<file path="src/rtl/apb_regfile_slave.sv">
// ---------------------------------------------------------------------------
// apb_regfile_slave
//   APB slave in front of a small register file. Each transfer takes a
//   programmable number of wait states. Accesses are checked for alignment,
//   address range, and non-secure access to the upper (secure) half. Errored
//   transfers have no side effect and are counted in a saturating counter.
//
// Ports
//   PCLK      in   sole clock, rising edge
//   PRESET    in   synchronous active-high reset
//   PSEL      in   slave select
//   PENABLE   in   access phase marker
//   PWRITE    in   1 = write, 0 = read
//   PADDR     in   byte address [ADDR_W]
//   PWDATA    in   write data [DATA_W]
//   PSTRB     in   write byte lanes [DATA_W/8], ignored on reads
//   PPROT     in   protection, bit 1 = non-secure
//   wait_cfg  in   wait states per transfer, clamped to WAIT_MAX
//   PRDATA    out  read data, nonzero only on a good read response
//   PREADY    out  registered transfer completion
//   PSLVERR   out  error response, only together with PREADY
//   err_cnt   out  saturating count of error responses
// ---------------------------------------------------------------------------
module apb_regfile_slave #(
    parameter int ADDR_W   = 12,
    parameter int DATA_W   = 32,
    parameter int DEPTH    = 16,
    parameter int WAIT_MAX = 7
) (
    input  logic                            PCLK,
    input  logic                            PRESET,
    input  logic                            PSEL,
    input  logic                            PENABLE,
    input  logic                            PWRITE,
    input  logic [ADDR_W-1:0]               PADDR,
    input  logic [DATA_W-1:0]               PWDATA,
    input  logic [DATA_W/8-1:0]             PSTRB,
    input  logic [2:0]                      PPROT,
    input  logic [$clog2(WAIT_MAX+1)-1:0]   wait_cfg,
    output logic [DATA_W-1:0]               PRDATA,
    output logic                            PREADY,
    output logic                            PSLVERR,
    output logic [7:0]                      err_cnt
);

    localparam int BYTES = DATA_W / 8;
    localparam int OFF_W = $clog2(BYTES);
    localparam int IDX_W = $clog2(DEPTH);
    localparam int CNT_W = $clog2(WAIT_MAX + 1);

    localparam logic [1:0] ST_IDLE = 2'd0;
    localparam logic [1:0] ST_WAIT = 2'd1;
    localparam logic [1:0] ST_RESP = 2'd2;

    logic [1:0]        state;
    logic [CNT_W-1:0]  cnt;
    logic [DATA_W-1:0] regs [DEPTH];

    // Transfer attributes captured in the setup cycle
    logic [IDX_W-1:0]  idx_q;
    logic              err_q;
    logic              write_q;
    logic [DATA_W-1:0] wdata_q;
    logic [BYTES-1:0]  strb_q;

    // Address decode of the live bus, used in the setup cycle
    logic              setup;
    logic [IDX_W-1:0]  addr_idx;
    logic              unaligned;
    logic              out_of_range;
    logic              secure_viol;
    logic              addr_err;
    logic [CNT_W-1:0]  wait_eff;

    // Only the secure/non-secure bit of PPROT has meaning for this slave
    logic              unused_prot;
    assign unused_prot = ^{PPROT[2], PPROT[0]};

    assign setup        = PSEL && !PENABLE;
    assign addr_idx     = IDX_W'(PADDR >> OFF_W);
    assign unaligned    = |(PADDR & ADDR_W'(BYTES - 1));
    assign out_of_range = |(PADDR >> (OFF_W + IDX_W));
    assign secure_viol  = PPROT[1] && addr_idx[IDX_W-1];
    assign addr_err     = unaligned || out_of_range || secure_viol;
    assign wait_eff     = (int'(wait_cfg) > WAIT_MAX) ? CNT_W'(WAIT_MAX) : wait_cfg;

    // A zero-wait transfer enters RESP straight from the setup cycle, before
    // the captured attributes are visible, so the response is built from the
    // live bus in that case and from the captured copy otherwise.
    logic              entering_resp;
    logic [IDX_W-1:0]  resp_idx;
    logic              resp_err;
    logic              resp_write;

    always_comb begin
        entering_resp = 1'b0;
        resp_idx      = idx_q;
        resp_err      = err_q;
        resp_write    = write_q;
        if (state == ST_IDLE) begin
            entering_resp = setup && (wait_eff == '0);
            resp_idx      = addr_idx;
            resp_err      = addr_err;
            resp_write    = PWRITE;
        end else if (state == ST_WAIT) begin
            entering_resp = PSEL && (cnt == CNT_W'(1));
        end
    end

    // Control: FSM, response outputs and error counter
    always_ff @(posedge PCLK) begin
        if (PRESET) begin
            state   <= ST_IDLE;
            cnt     <= '0;
            PREADY  <= 1'b0;
            PSLVERR <= 1'b0;
            PRDATA  <= '0;
            err_cnt <= '0;
        end else begin
            PREADY  <= 1'b0;
            PSLVERR <= 1'b0;
            PRDATA  <= '0;
            if (entering_resp) begin
                PREADY  <= 1'b1;
                PSLVERR <= resp_err;
                PRDATA  <= (resp_err || resp_write) ? '0 : regs[resp_idx];
            end
            case (state)
                ST_IDLE: begin
                    if (setup) begin
                        cnt   <= wait_eff;
                        state <= (wait_eff == '0) ? ST_RESP : ST_WAIT;
                    end
                end
                ST_WAIT: begin
                    if (!PSEL) begin
                        state <= ST_IDLE;
                    end else if (cnt == CNT_W'(1)) begin
                        state <= ST_RESP;
                    end else begin
                        cnt <= cnt - CNT_W'(1);
                    end
                end
                ST_RESP: begin
                    state <= ST_IDLE;
                    if (PSLVERR && (err_cnt != 8'hFF)) begin
                        err_cnt <= err_cnt + 8'd1;
                    end
                end
                default: state <= ST_IDLE;
            endcase
        end
    end

    // Setup-cycle capture; only meaningful while a transfer is in flight
    always_ff @(posedge PCLK) begin
        if ((state == ST_IDLE) && setup) begin
            idx_q   <= addr_idx;
            err_q   <= addr_err;
            write_q <= PWRITE;
            wdata_q <= PWDATA;
            strb_q  <= PSTRB;
        end
    end

    // Register file: good writes commit on the edge that closes RESP
    always_ff @(posedge PCLK) begin
        if (PRESET) begin
            for (int i = 0; i < DEPTH; i++) begin
                regs[i] <= '0;
            end
        end else if ((state == ST_RESP) && write_q && !err_q) begin
            for (int b = 0; b < BYTES; b++) begin
                if (strb_q[b]) begin
                    regs[idx_q][b*8 +: 8] <= wdata_q[b*8 +: 8];
                end
            end
        end
    end

endmodule

</file>
<file path="config.mk">
export PLATFORM = sky130hd
export DESIGN_NAME = apb_regfile_slave
export DESIGN_NICKNAME = d
export VERILOG_FILES = /design/src/rtl/apb_regfile_slave.sv
export SDC_FILE = /design/constraint.sdc
export NUM_CORES = 1
export LEC_CHECK = 0
export BUFFER_PORTS_ARGS = -buffer_cell sky130_fd_sc_hd__buf_2
export CAP_MARGIN = 0
export CORE_MARGIN = 1
export CORE_UTILIZATION = 50
export DETAILED_ROUTE_END_ITERATION = 8
export PLACE_DENSITY_LB_ADDON = 0.15
export SYNTH_ARGS = -nofsm -noshare
export SYNTH_HDL_FRONTEND = slang
export SYNTH_SLANG_ARGS = --single-unit
</file>
<file path="constraint.sdc">
create_clock -name PCLK -period 2.85 [get_ports PCLK]
set_input_delay 0.1425 -clock PCLK [delete_from_list [all_inputs] [get_ports PCLK]]
set_output_delay 0.1425 -clock PCLK [all_outputs]
set_load 0.005 [all_outputs]
</file>
After elaboration in Yosys (flattened, before gate mapping)

Memory sizes are Yosys's and may differ from the RTL's. A register that Yosys moved wholly into a read port is not among the register bits.
Cells that the tools add are included.
Widths: inputs -> output; s select.

Add/subtract/negate cells: 2
Multipliers: 0
Divide/modulo/power cells: 0
$lt $le $gt $ge: 0
Eq/ne operators: 8
Shifts and indexed selects: 0
Muxes and demuxes: 36
Bitwise logic cells: 1
Reductions and logical operators: 24

Operators by type and width:

| cell                | number |
|---|---|
| $mux 32             | 1 |
| $reduce_or 32->1    | 1 |
| $mux 1              | 23 |
| $mux 4              | 3 |
| $mux 3              | 3 |
| $add 8x1->8 const B | 1 |
| $logic_and 1x1->1   | 8 |
| $mux 2              | 4 |
| $ne 8x8->1 const B  | 1 |
| $ne 2x2->1 const B  | 3 |
| $pmux 3 s2          | 1 |
| $reduce_or 6->1     | 1 |
| $pmux 2 s2          | 1 |
| $reduce_and 2->1    | 2 |
| $reduce_and 4->1    | 1 |
| $reduce_or 2->1     | 2 |
| $eq 3x1->1 const B  | 1 |
| $logic_not 3->1     | 1 |
| $logic_or 1x1->1    | 3 |
| $ne 3x2->1 const B  | 1 |
| $reduce_or 3->1     | 1 |
| $sub 3x1->3 const B | 1 |
| $eq 2x1->1 const B  | 1 |
| $eq 2x2->1 const B  | 1 |
| other kinds (4)     | 5 |

Bits in registers: 57
Latch bits: 0
RAM bits: 512
Bits in read-only memories: 0
Memories kept: 1

Memory list:

| memory | depth | bits a word | rd ports | clocked after memory_dff | wr ports | RTL line | text |
|---|---|---|---|---|---|---|---|
| regs   | 16    | 32          | 1        | 1                        | 16       | 57       | `logic [DATA_W-1:0] regs [DEPTH];` |

Logic depth before layout (Yosys ltp)

Gate-level depths: netlist of run 1.

Depth in word-level cells: 8
Depth in mapped cells: 9
Gate-level depth less buffers: 8

Worst setup path after synthesis of run 1

No wires, ideal clock.

Path kind: register -> register
Start: register state[1]
End: register PRDATA[0] (read register of regs)
Data arrival time: 2.759 ns
Slack: 0.018 ns
Cell stages (with the launch flop): 9
Period minus slack after synthesis: 2.832 ns
Cells stage by stage: dfxtp_1 or2_1 buf_6 nor3b_4 nand2_1 a21oi_2 o21ai_2 buf_4 nor3_2

Longest elaborated chain between the ends: 5

RTL lines:

| item                             | RTL line | text |
|---|---|---|
| start, declared                  | 55       | `logic [1:0] state;` |
| start signal, assigned           | 132      | `state <= (wait_eff == '0) ? ST_RESP : ST_WAIT;` |
| $eq 2x1->1                       | 105      | `end else if (state == ST_WAIT) begin` |
| $mux 1                           | 105      |  |
| $mux 1                           | 100      | `if (state == ST_IDLE) begin` |
| $not 1->1 (no source line)       | --       |  |
| $reduce_or 3->1 (no source line) | --       |  |
| end, declared                    | 40       | `output logic [DATA_W-1:0] PRDATA,` |

Several ways; a longest one is shown, not always the timed one.
A chain may end at the register's enable or synchronous reset.

Worst setup path in the final report of run 1

Start: input wait_cfg[1]
End: register PRDATA[20] (read register of regs)

Longest elaborated chain between the ends: 5

RTL lines:

| item                             | RTL line | text |
|---|---|---|
| start, declared                  | 39       | `input logic [$clog2(WAIT_MAX+1)-1:0] wait_cfg,` |
| $logic_not 3->1                  | 101      | `entering_resp = setup && (wait_eff == '0);` |
| $logic_and 1x1->1                | 101      |  |
| $mux 1                           | 100      |  |
| $not 1->1 (no source line)       | --       |  |
| $reduce_or 3->1 (no source line) | --       |  |

Every way passes these cells.

==> summary.md, run 1 <==
| Metric | Value |
|---|---|
| Outcome | finished, violations left |
| Failing checks | design-rule violations |
| Post-synth EDFFs | 554 |
| Cell Area, Synth | 26800 sq um |
| YS warnings | 0 |
| Final Slew Violations | 0 |
| Slew @ Worst Pin | 1.01 ns |
| Worst EP required | 3.37 ns |
| Tcrit/Tclk final | 95.3% |
| Psw | 4350 uW |
| Rel. slew slack | 32.5% |
| PwrDens | 619 nW/um^2 |
| Post-synthesis cell count | 2157 |
| Die ar. | 54500 sq um |
| I/O Buffers | 98 |
| Post-DP Area | 28500 sq um |
| Worst vdd ir | 0.462 mV |
| # rows | 84 |
| Layout cells sized above 1 | 16.4% |
| Total CTS buffers | 60 |
| Max incr delay on CP | 0.62 ns |
| Nets@finish | 2406 |
| Internal power | 14800 uW |
| Root buf cell | clkbuf_16 |
| Final WL | 65.8 mm |
| RSZ-0062 raised after global routing | false |
| Hpwl dp | 40.4 mm |
| CTS Buffer Depth | 3 |
| Worst Hold End | state[0] |
| Largest net degree at the start of global routing | 65 |
| Core area | 52800 sq um |
| Type of origin of the critical path | input port |
| Pre-antenna DRT Iters | 7 |
| Initial Util | 50.8% |
| Die W | 233 um |
| Tmin final | 2.72 ns |
| Yosys reg bits | 601 |
| Synth unique cells | 47 |
| Crit. End Element | register |
| Top cell type by total area after synthesis | edfxtp_1 |
| Hold path start | wait_cfg[0] |
| Synth area leaders | edfxtp_1, and2_1, nand2_1 |
| Switching Share | 22.8% |
| Vias in the first global route | 16900 |
| P_leak | 0.0117 uW |
| Critical Path Most Common Cell | dlygate4sd3_1 |
| Ys flop type | edfxtp_1 |
| Worst-path fanout max | 9 |
| Mean Syn Cell Area | 12.4 sq um |
| FF-to-FF path depth | 7 |
| CTS tree | yes |
| Post-synth top area share | 62.1% |
| Area Overhead vs Synth | 15.5% |
| Achievable Freq | 0.368 GHz |
| Clock Power Share | 39.9% |
| Sink Count | 601 |
| Number of H-tree levels | 2 |
| DR vias/cell | 5.48 |
| Setup TNS | 0 ns |
| Congestion Overflow GR | 0 |
| Most frequent cell after synthesis | edfxtp_1 |
| Drt initial violations | 1302 |
| Crit path DAT | 3.24 ns |
| Core Util, Final | 58.6% |
| Gate power share | 7.5% |
| Clock transition at path regs | 0.06 ns |
| Crit path kind | in -> reg |
| Clock skew | 0.0121 ns |
| Io pins | 101 |
| Tot GR Track Use | 24.2% |
| First-pass GRT wire length | 97.9 mm |
| Final Hold Viols | 0 |
| Remaining antenna violation count after routing | 0 |
| Worst-Skew Late Latency | 0.62 ns |
| Max_cap viols | 0 |
| Top cells by count, synth | edfxtp_1, and2_1, nand2_1 |
| Initial antenna violation count | 2 |
| Seq pwr share | 52.6% |
| Worst r2r src | idx_q[0] |
| Die Ht | 233 um |
| R2r endpoint | PRDATA[13] |
| Synth async-reset ratio | 0% |
| # setup viols final | 0 |
| R2r setup slk | 0.14 ns |
| DR WL/cell | 21.3 um |
| Final instance area | 30900 sq um |
| HP Class | in -> reg |
| Crit path cell chain | dlygate4sd3_1, buf_2, nor3_1, dlygate4sd3_1, nand2_1, dlygate4sd3_1, a21oi_4, o21ai_4, buf_12, nor3_2 |
| GPL Wtd Cong | 0.871 |
| Syn Nets | 2219 |
| Routed vias | 16900 |
| Register area share after synthesis | 65.6% |
| CP max-delay cell | dlygate4sd3_1 |
| Worst Hold Depth | 4 |
| Residual DRC | 8 |
[critical path, delay by kind of cell]
| kind | cells | cell delay (ns) |
|---|---|---|
| buffers and inverters | 5 | 2.10 |
| AOI/OAI and AO/OA | 2 | 0.51 |
| and+or+nand+nor | 3 | 0.48 |
[sequential cells by signal, summed over array words and instances (netlist names), 2 cells and up]
register / cells
regs: 512
state: 2
err_cnt: 8
wdata_q: 32
PRDATA: 32
cnt: 3
idx_q: 4
strb_q: 4
[cells by family after synthesis]
logic type | share of synthesized area (%)
AO/OA/AOI/OAI | 4.84
XOR/XNOR | 0.164
adder cells (fa/ha/maj) | 0.140
buffers and inverters | 2.39
flip-flops | 65.6
multiplexers | 3.91
AND/OR/NAND/NOR | 22.9
[per-layer routing]
layer,up-vias,routed length (um),GRT usage (%)
li1,8022,-,-
met1,8376,27800,31.0
met2,399,33200,42.0
met3,101,2780,3.02
met4,0,2020,9.27
met5,-,0,0
[stage by stage]
stage	hold WS (ns)	setup WS (ns)	power [uW]	cells
after floorplan	0.220	0.0178	11100	2157
after global placement	0.319	0.225	11600	2918
after detailed placement	0.321	0.157	11600	2918
after CTS	0.00117	0.0133	19300	3080
after global routing	0.0357	0.0171	19700	3082
final	0.0282	0.134	19100	3083
[cells in the final DEF (no fill, tap or decap), drive strengths merged, types with 65 or more instances in the layout]
cell type	instances
nand3	75
nor2	82
buf	201
mux2i	99
a32oi	95
nand2	347
or2	65
and2	513
edfxtp	554
clkbuf	96
[power by group through the flow]
stage	clock network [uW]	logic, uW	registers (uW)
finish	7630	1440	10100
global route	8050	1550	10100
CTS	7740	1440	10100
detailed placement	0	1390	10300
global placement	0	1370	10200
floorplan	0	951	10100
[final cells by class]
| class | instances | area (sq um) |
|---|---|---|
| inverter | 2 | 7.51 |
| tap | 688 | 861 |
| timing repair buffer | 251 | 1960 |
| antenna | 1 | 2.50 |
| clock inverter | 16 | 124 |
| multi-input combinational | 1428 | 8630 |
| fill | 4302 | 21800 |
| sequential | 601 | 17600 |
| clock buffer | 96 | 1770 |
[how the worst max path moves through the flow]
stage,end,slack (ns),cells after the start,startpoint
after floorplan,PRDATA[0],0.02,8,state[1]
after global placement,PRDATA[6],0.23,8,idx_q[0]
after detailed placement,PRDATA[13],0.16,7,idx_q[0]
after CTS,PRDATA[13],0.01,10,wait_cfg[1]
after global routing,PRDATA[0],0.02,10,wait_cfg[1]
final,PRDATA[20],0.13,10,wait_cfg[1]
[repair_timing]
item / CTS / global route
buffers inserted: 0 / 1
hold buffers: 50 / 0
endpoints found under the setup margin: 0 / 12
hold endpoints to repair: 48 / 0
resized for setup: 0 / 3
No activity file was read; power rests on OpenSTA's default activity.
==> run 2, diff against run 1 <==
- ABC_AREA: not set -> 1
- SLEW_MARGIN: not set -> 20
==> run 2 against run 1 <==
  * The run now ends clean
  * Area after synthesis grew 6.2%
  * Die area grew 6.1%
  * Non-clock buffer count shrank 3
  * First-iteration DRC count grew 60%
  * Synthesized cell count grew 52%
  * Total power grew 3.7%
  * Global-route usage grew 2.3 points
  * Register-to-register slack lost 0.04 ns
  * Largest power group unchanged
==> summary.md, run 2 <==
| Metric | Value |
|---|---|
| Outcome | finished clean |
| Simple-Gate Fraction of Synth Area | 27.3% |
| Biggest register | regs |
| HP Class | in -> reg |
| CTS tree | yes |
| Clock skew | 0.0260 ns |
| CP max-delay cell | nor2_2 |
| Number of H-tree levels | 2 |
| Main combinational cell family by area after synthesis | simple AND/OR/NAND/NOR gates |
| Congestion Overflow GR | 0 |
| Largest net degree at the start of global routing | 105 |
| Crit path DAT | 3.05 ns |
| Area Overhead vs Synth | 14.5% |
| Post-CTS Setup Inserts | 0 |
| Synth Area in XOR/XNOR | 0.185% |
| Achievable Freq | 0.363 GHz |
| # rows | 87 |
| RSZ-0062 raised after global routing | false |
| Crit path kind | reg -> reg |
| Post-synth top area share | 58.5% |
| Layout cells sized above 1 | 8.89% |
| Max_cap viols | 0 |
| Tot GR Track Use | 26.6% |
| Initial antenna violation count | 2 |
| Yosys reg bits | 601 |
| Critical Path Most Common Cell | nand2_1 |
| Final Slew Violations | 0 |
| Clock transition at path regs | 0.06 ns |
| R2r setup slk | 0.1 ns |
| Final non-filler cell total | 4244 |
| Type of origin of the critical path | register |
| Die Ht | 240 um |
| Core area | 56300 sq um |
| Top cell type by total area after synthesis | edfxtp_1 |
| Final Total Pwr | 19800 uW |
| Post-cts sizing count | 0 |
| DR vias/cell | 5.17 |
| Tcrit/Tclk final | 96.6% |
| Rel. slew slack | 38.1% |
| Vias in the first global route | 20500 |
| Multiplexer area fraction after synthesis | 0.0352% |
| I/O Buffers | 98 |
| Total CTS buffers | 61 |
| R2r endpoint | regs[11][29] |
| Die W | 240 um |
| Worst-path fanout max | 9 |
| Worst-Skew Late Latency | 0.64 ns |
| Diode count | 0 |
| Max FFs per register | 512 |
| DR WL/cell | 17.8 um |
| Post-synthesis cell count | 3287 |
| Placed insts | 4080 |
| Worst vdd ir | 0.506 mV |
| Die ar. | 57800 sq um |
| Top cells by count, synth | nand2_1, nor2_1, inv_1 |
| Synth async-reset ratio | 0% |
| Synth unique cells | 26 |
| Most frequent cell after synthesis | nand2_1 |
| Most frequent cells in the layout | nand2_1, nor2_1, inv_1 |
| YS warnings | 0 |
| Compound-Gate Fraction of Synth Area | 0.431% |
| Sink Count | 601 |
| CTS Buffer Depth | 3 |
| Nets@finish | 3499 |
| # setup viols final | 0 |
| Final WL | 75.6 mm |
| Final Hold Viols | 0 |
| Routed vias | 21900 |
| GPL Wtd Cong | 0.879 |
| Max incr delay on CP | 0.71 ns |
| Crit path cell chain | inv_2, nor2_1, nand4_1, nor2_2, nand2_1, nand2_1 |
| Syn Nets | 3349 |
| Cell Area, Synth | 28400 sq um |
| Post-synth EDFFs | 554 |
| Initial Util | 50.5% |
| Worst Hold Depth | 6 |
| PwrDens | 610 nW/um^2 |
| First-pass GRT wire length | 114 mm |
| Hpwl dp | 49.0 mm |
| Core Util, Final | 57.9% |
| Remaining antenna violation count after routing | 0 |
| Worst Hold End | PSLVERR |
| P_leak | 0.0151 uW |
| Ys flop type | edfxtp_1 |
| Worst EP required | 3.15 ns |
| Root buf cell | clkbuf_16 |
| Tmin final | 2.75 ns |
| Slew @ Worst Pin | 0.929 ns |
| Mean Syn Cell Area | 8.65 sq um |
| Drt initial violations | 2078 |
| Largest delay share family, worst path | simple AND/OR/NAND/NOR gates |
| Pre-antenna DRT Iters | 5 |
| Residual DRC | 0 |
| Setup TNS | 0 ns |
| Io pins | 101 |
| Hold path start | PADDR[10] |
| Worst r2r src | state[1] |
| Register area share after synthesis | 61.8% |
| Most common cell after layout, fill and taps aside | nand2_1 |
| Crit. End Element | register |
| FF-to-FF path depth | 6 |
| Adder-Cell Fraction of Synth Area | 0.132% |
| Leading registers by flop count | regs: 512 flops, PRDATA: 32 flops, wdata_q: 32 flops |
| Synth area leaders | edfxtp_1, nand2_1, nor2_1 |
| Worst Path Buf+Inv | 1 |
==> run 2: area by class of cell <==
type	count	area, sq um
well taps	756	946
repair buffers	248	1890
multi-input cells	1951	8090
clock inverters	31	209
inverters	574	2150
flip-flops and latches	601	17600
fillers	4955	23700
clock buffers	83	1690
==> run 2: cells by family after synthesis <==
logic type                 count (synthesis)
and+or+nand+nor                         1918
buffers and inverters                    735
DFF                                      601
AOI/OAI and AO/OA                         23
xor gates and xnor gates                   6
adders and majority gates                  3
muxes                                      1
==> run 2: repair_timing <==
action,4_1_cts,5_1_grt
hold buffers,50,0
endpoints found under the setup margin,0,0
hold endpoints to repair,55,0
==> run 2: per-stage QoR <==
stage	hold WS, ns	setup slack, ns	instance area [sq um]
6_report	0.0984	0.0965	32600
4_1_cts	0.0815	0.219	32600
3_3_place_gp	0.319	0.221	30200
2_1_floorplan	0.241	0.0245	28400
3_5_place_dp	0.321	0.241	30200
5_1_grt	0.114	0.0614	32600
==> run 2: where the power goes <==
part / total (uW) / switching, uW / internal [uW]
registers: 9990 / 96.4 / 9890
logic: 2160 / 1530 / 628
clock network: 7700 / 3390 / 4310
==> run 2: worst max-delay path by stage <==
stage / from / endpoint / slack [ns] / cells past startpoint
global placement: state[1] / regs[11][24] / 0.22 / 6
CTS: state[1] / regs[11][29] / 0.22 / 6
floorplan: state[0] / cnt[2] / 0.02 / 7
global route: state[1] / regs[11][29] / 0.06 / 6
finish: state[1] / regs[11][29] / 0.1 / 6
detailed placement: state[1] / regs[11][24] / 0.24 / 6
==> run 2: per-layer routing <==
layer / GRT usage (%) / part of all wire [%] / vias up
met4: 12.3 / 4.1 / 4
met1: 36.5 / 42 / 10400
met3: 4.60 / 8.0 / 186
li1: - / - / 10500
met5: 0 / 0.038 / -
met2: 41.2 / 46 / 812
==> run 2: worst register-to-register path, cell delays in order (launching register included) <==
cell     delay, ns
dfxtp_1       0.41
inv_2         0.07
nor2_1        0.13
nand4_1       0.27
nor2_2        0.71
nand2_1       0.40
nand2_1       0.40
==> run 3, diff against run 2 <==
- CTS_CLUSTER_SIZE: not set -> 14
- clock period: 2.85 -> 2.8 ns (I/O delays scaled with it)
==> run 3 against run 2 <==
  * Clock skew is 0.0079 ns lower
  * Via count decreased by 0.30%
  * Combinational power about the same
  * Clock power rose by 6.9%
  * Hold slack worse by 0.037 ns
  * Critical path type unchanged
  * Clock-buffer cell count grew 20
  * Register-to-register slack better by 0.09 ns
  * Sequential power barely moved
==> summary.md, run 3 (synthesized netlist as in run 2, its figures left out) <==
| Metric | Value |
|---|---|
| Most frequent cells in the layout | nand2_1, nor2_1, inv_1 |
| Sink Count | 601 |
| Hold_ws | 0.0611 ns |
| Area Overhead vs Synth | 14.8% |
| Routed vias | 21900 |
| Vias in the first global route | 20800 |
| Final Hold Viols | 0 |
| Nets@finish | 3497 |
| PwrDens | 631 nW/um^2 |
| CP max-delay cell | nand4_1 |
| Pre-CTS setup slack | 0.193 ns |
| Worst vdd ir | 0.472 mV |
| Max FFs per register | 512 |
| Post-cts sizing count | 0 |
| Die ar. | 57800 sq um |
| Worst-path fanout max | 16 |
| P_leak | 0.0151 uW |
| Io pins | 101 |
| Largest net degree at the start of global routing | 89 |
| Tot GR Track Use | 26.6% |
| Root buf cell | clkbuf_16 |
| Hold buffers post-CTS | 49 |
| Achievable Freq | 0.382 GHz |
| Drt initial violations | 2404 |
| Clock transition at path regs | 0.06 ns |
| Crit. End Element | register |
| HP Class | in -> reg |
| Tmin final | 2.62 ns |
| GPL Wtd Cong | 0.859 |
| Initial antenna violation count | 1 |
| Pre-antenna DRT Iters | 6 |
| Congestion Overflow GR | 0 |
| CTS Buffer Depth | 3 |
| Crit path DAT | 2.87 ns |
| Clock skew | 0.0181 ns |
| Fin worst setup slack | 0.183 ns |
| Critical Path Most Common Cell | nand2_1 |
| Layout cells sized above 1 | 8.46% |
| Tcrit/Tclk final | 93.5% |
| Crit path cell chain | inv_2, nor2_1, nand4_1, nor2_2, buf_4, nand2_1, nand2_1 |
| # rows | 87 |
| RSZ-0062 raised after global routing | false |
| Final Total Pwr | 20600 uW |
| Leading registers by flop count | regs: 512 flops, PRDATA: 32 flops, wdata_q: 32 flops |
| Residual DRC | 0 |
| Final WL | 75.7 mm |
| Worst-Skew Late Latency | 0.60 ns |
| Largest delay share family, worst path | simple AND/OR/NAND/NOR gates |
| Initial Util | 50.5% |
| Post-CTS Setup Inserts | 0 |
| Worst Path Buf+Inv | 2 |
| Total CTS buffers | 66 |
| # setup viols final | 0 |
| Final Slew Violations | 0 |
| First-pass GRT wire length | 116 mm |
| CTS tree | yes |
| Rel. slew slack | 37.3% |
| Max_cap viols | 0 |
| Crit path kind | reg -> reg |
| DR WL/cell | 17.8 um |
| Most common cell after layout, fill and taps aside | nand2_1 |
| Number of H-tree levels | 3 |
| Die W | 240 um |
| DR vias/cell | 5.16 |
| Max incr delay on CP | 0.50 ns |
| Slew @ Worst Pin | 0.939 ns |
| Diode count | 0 |
| Worst EP required | 3.05 ns |
| Remaining antenna violation count after routing | 0 |
| Outcome | finished clean |
| I/O Buffers | 98 |
| Die Ht | 240 um |
| Setup TNS | 0 ns |
| Post-DP Area | 30200 sq um |
| Hpwl dp | 48.7 mm |
| Core area | 56300 sq um |
| Biggest register | regs |
| Type of origin of the critical path | register |
| Final instance area | 32700 sq um |
[run 3: changes by cell type in the layout (fill, tap and decap cells not counted), moves of 3 or more]
cell	delta
clkbuf_1	+15
buf_4	-9
clkinvlp_4	-3
clkbuf_16	+6
buf_12	+3
clkinv_2	-11
[run 3: stage by stage]
step | util (%) | cells
floorplan | - | 3287
global placement | 53.6 | 4074
detailed placement | 53.6 | 4074
CTS | 58.0 | 4242
global route | 58.0 | 4242
finish | 58.0 | 4242
[run 3: worst min-delay path, cell delays in order]
cell and delay [ns]:
buf_2 0.11, nor3_4 0.05, nor2_1 0.16, a211oi_1 0.06, nor2_1 0.08
[run 3: worst paths after layout]
kind	startpoint	end	slack, ns	depth (start not counted)
worst max-delay path	state[1]	regs[11][8]	0.18	7
worst min-delay path	PENABLE	cnt[1]	0.06	5
worst max register to register	state[1]	regs[11][8]	0.18	7
worst min register to register	err_cnt[7]	err_cnt[7]	0.51	2
[run 3: layer usage]
metal	share of wire, %	global-route usage (%)	up-vias
li1	-	-	10500
met1	43	37.1	10400
met2	46	41.6	797
met3	8.1	4.65	124
met4	3.0	9.98	0
met5	0	0	-
[run 3: final cells by class]
class                      instances  area (sq um)
inverter                         574          2150
sequential                       601         17600
clock inverter                    16           128
timing repair buffer             241          1870
clock buffer                     103          1880
multi-input combinational       1951          8090
tap                              756           946
fill                            5079         23600
[run 3: where the power goes]
group | switching (uW) | internal (uW)
clock | 3420 | 4810
sequential | 99.6 | 10100
combinational | 1550 | 638
total | 5070 | 15500
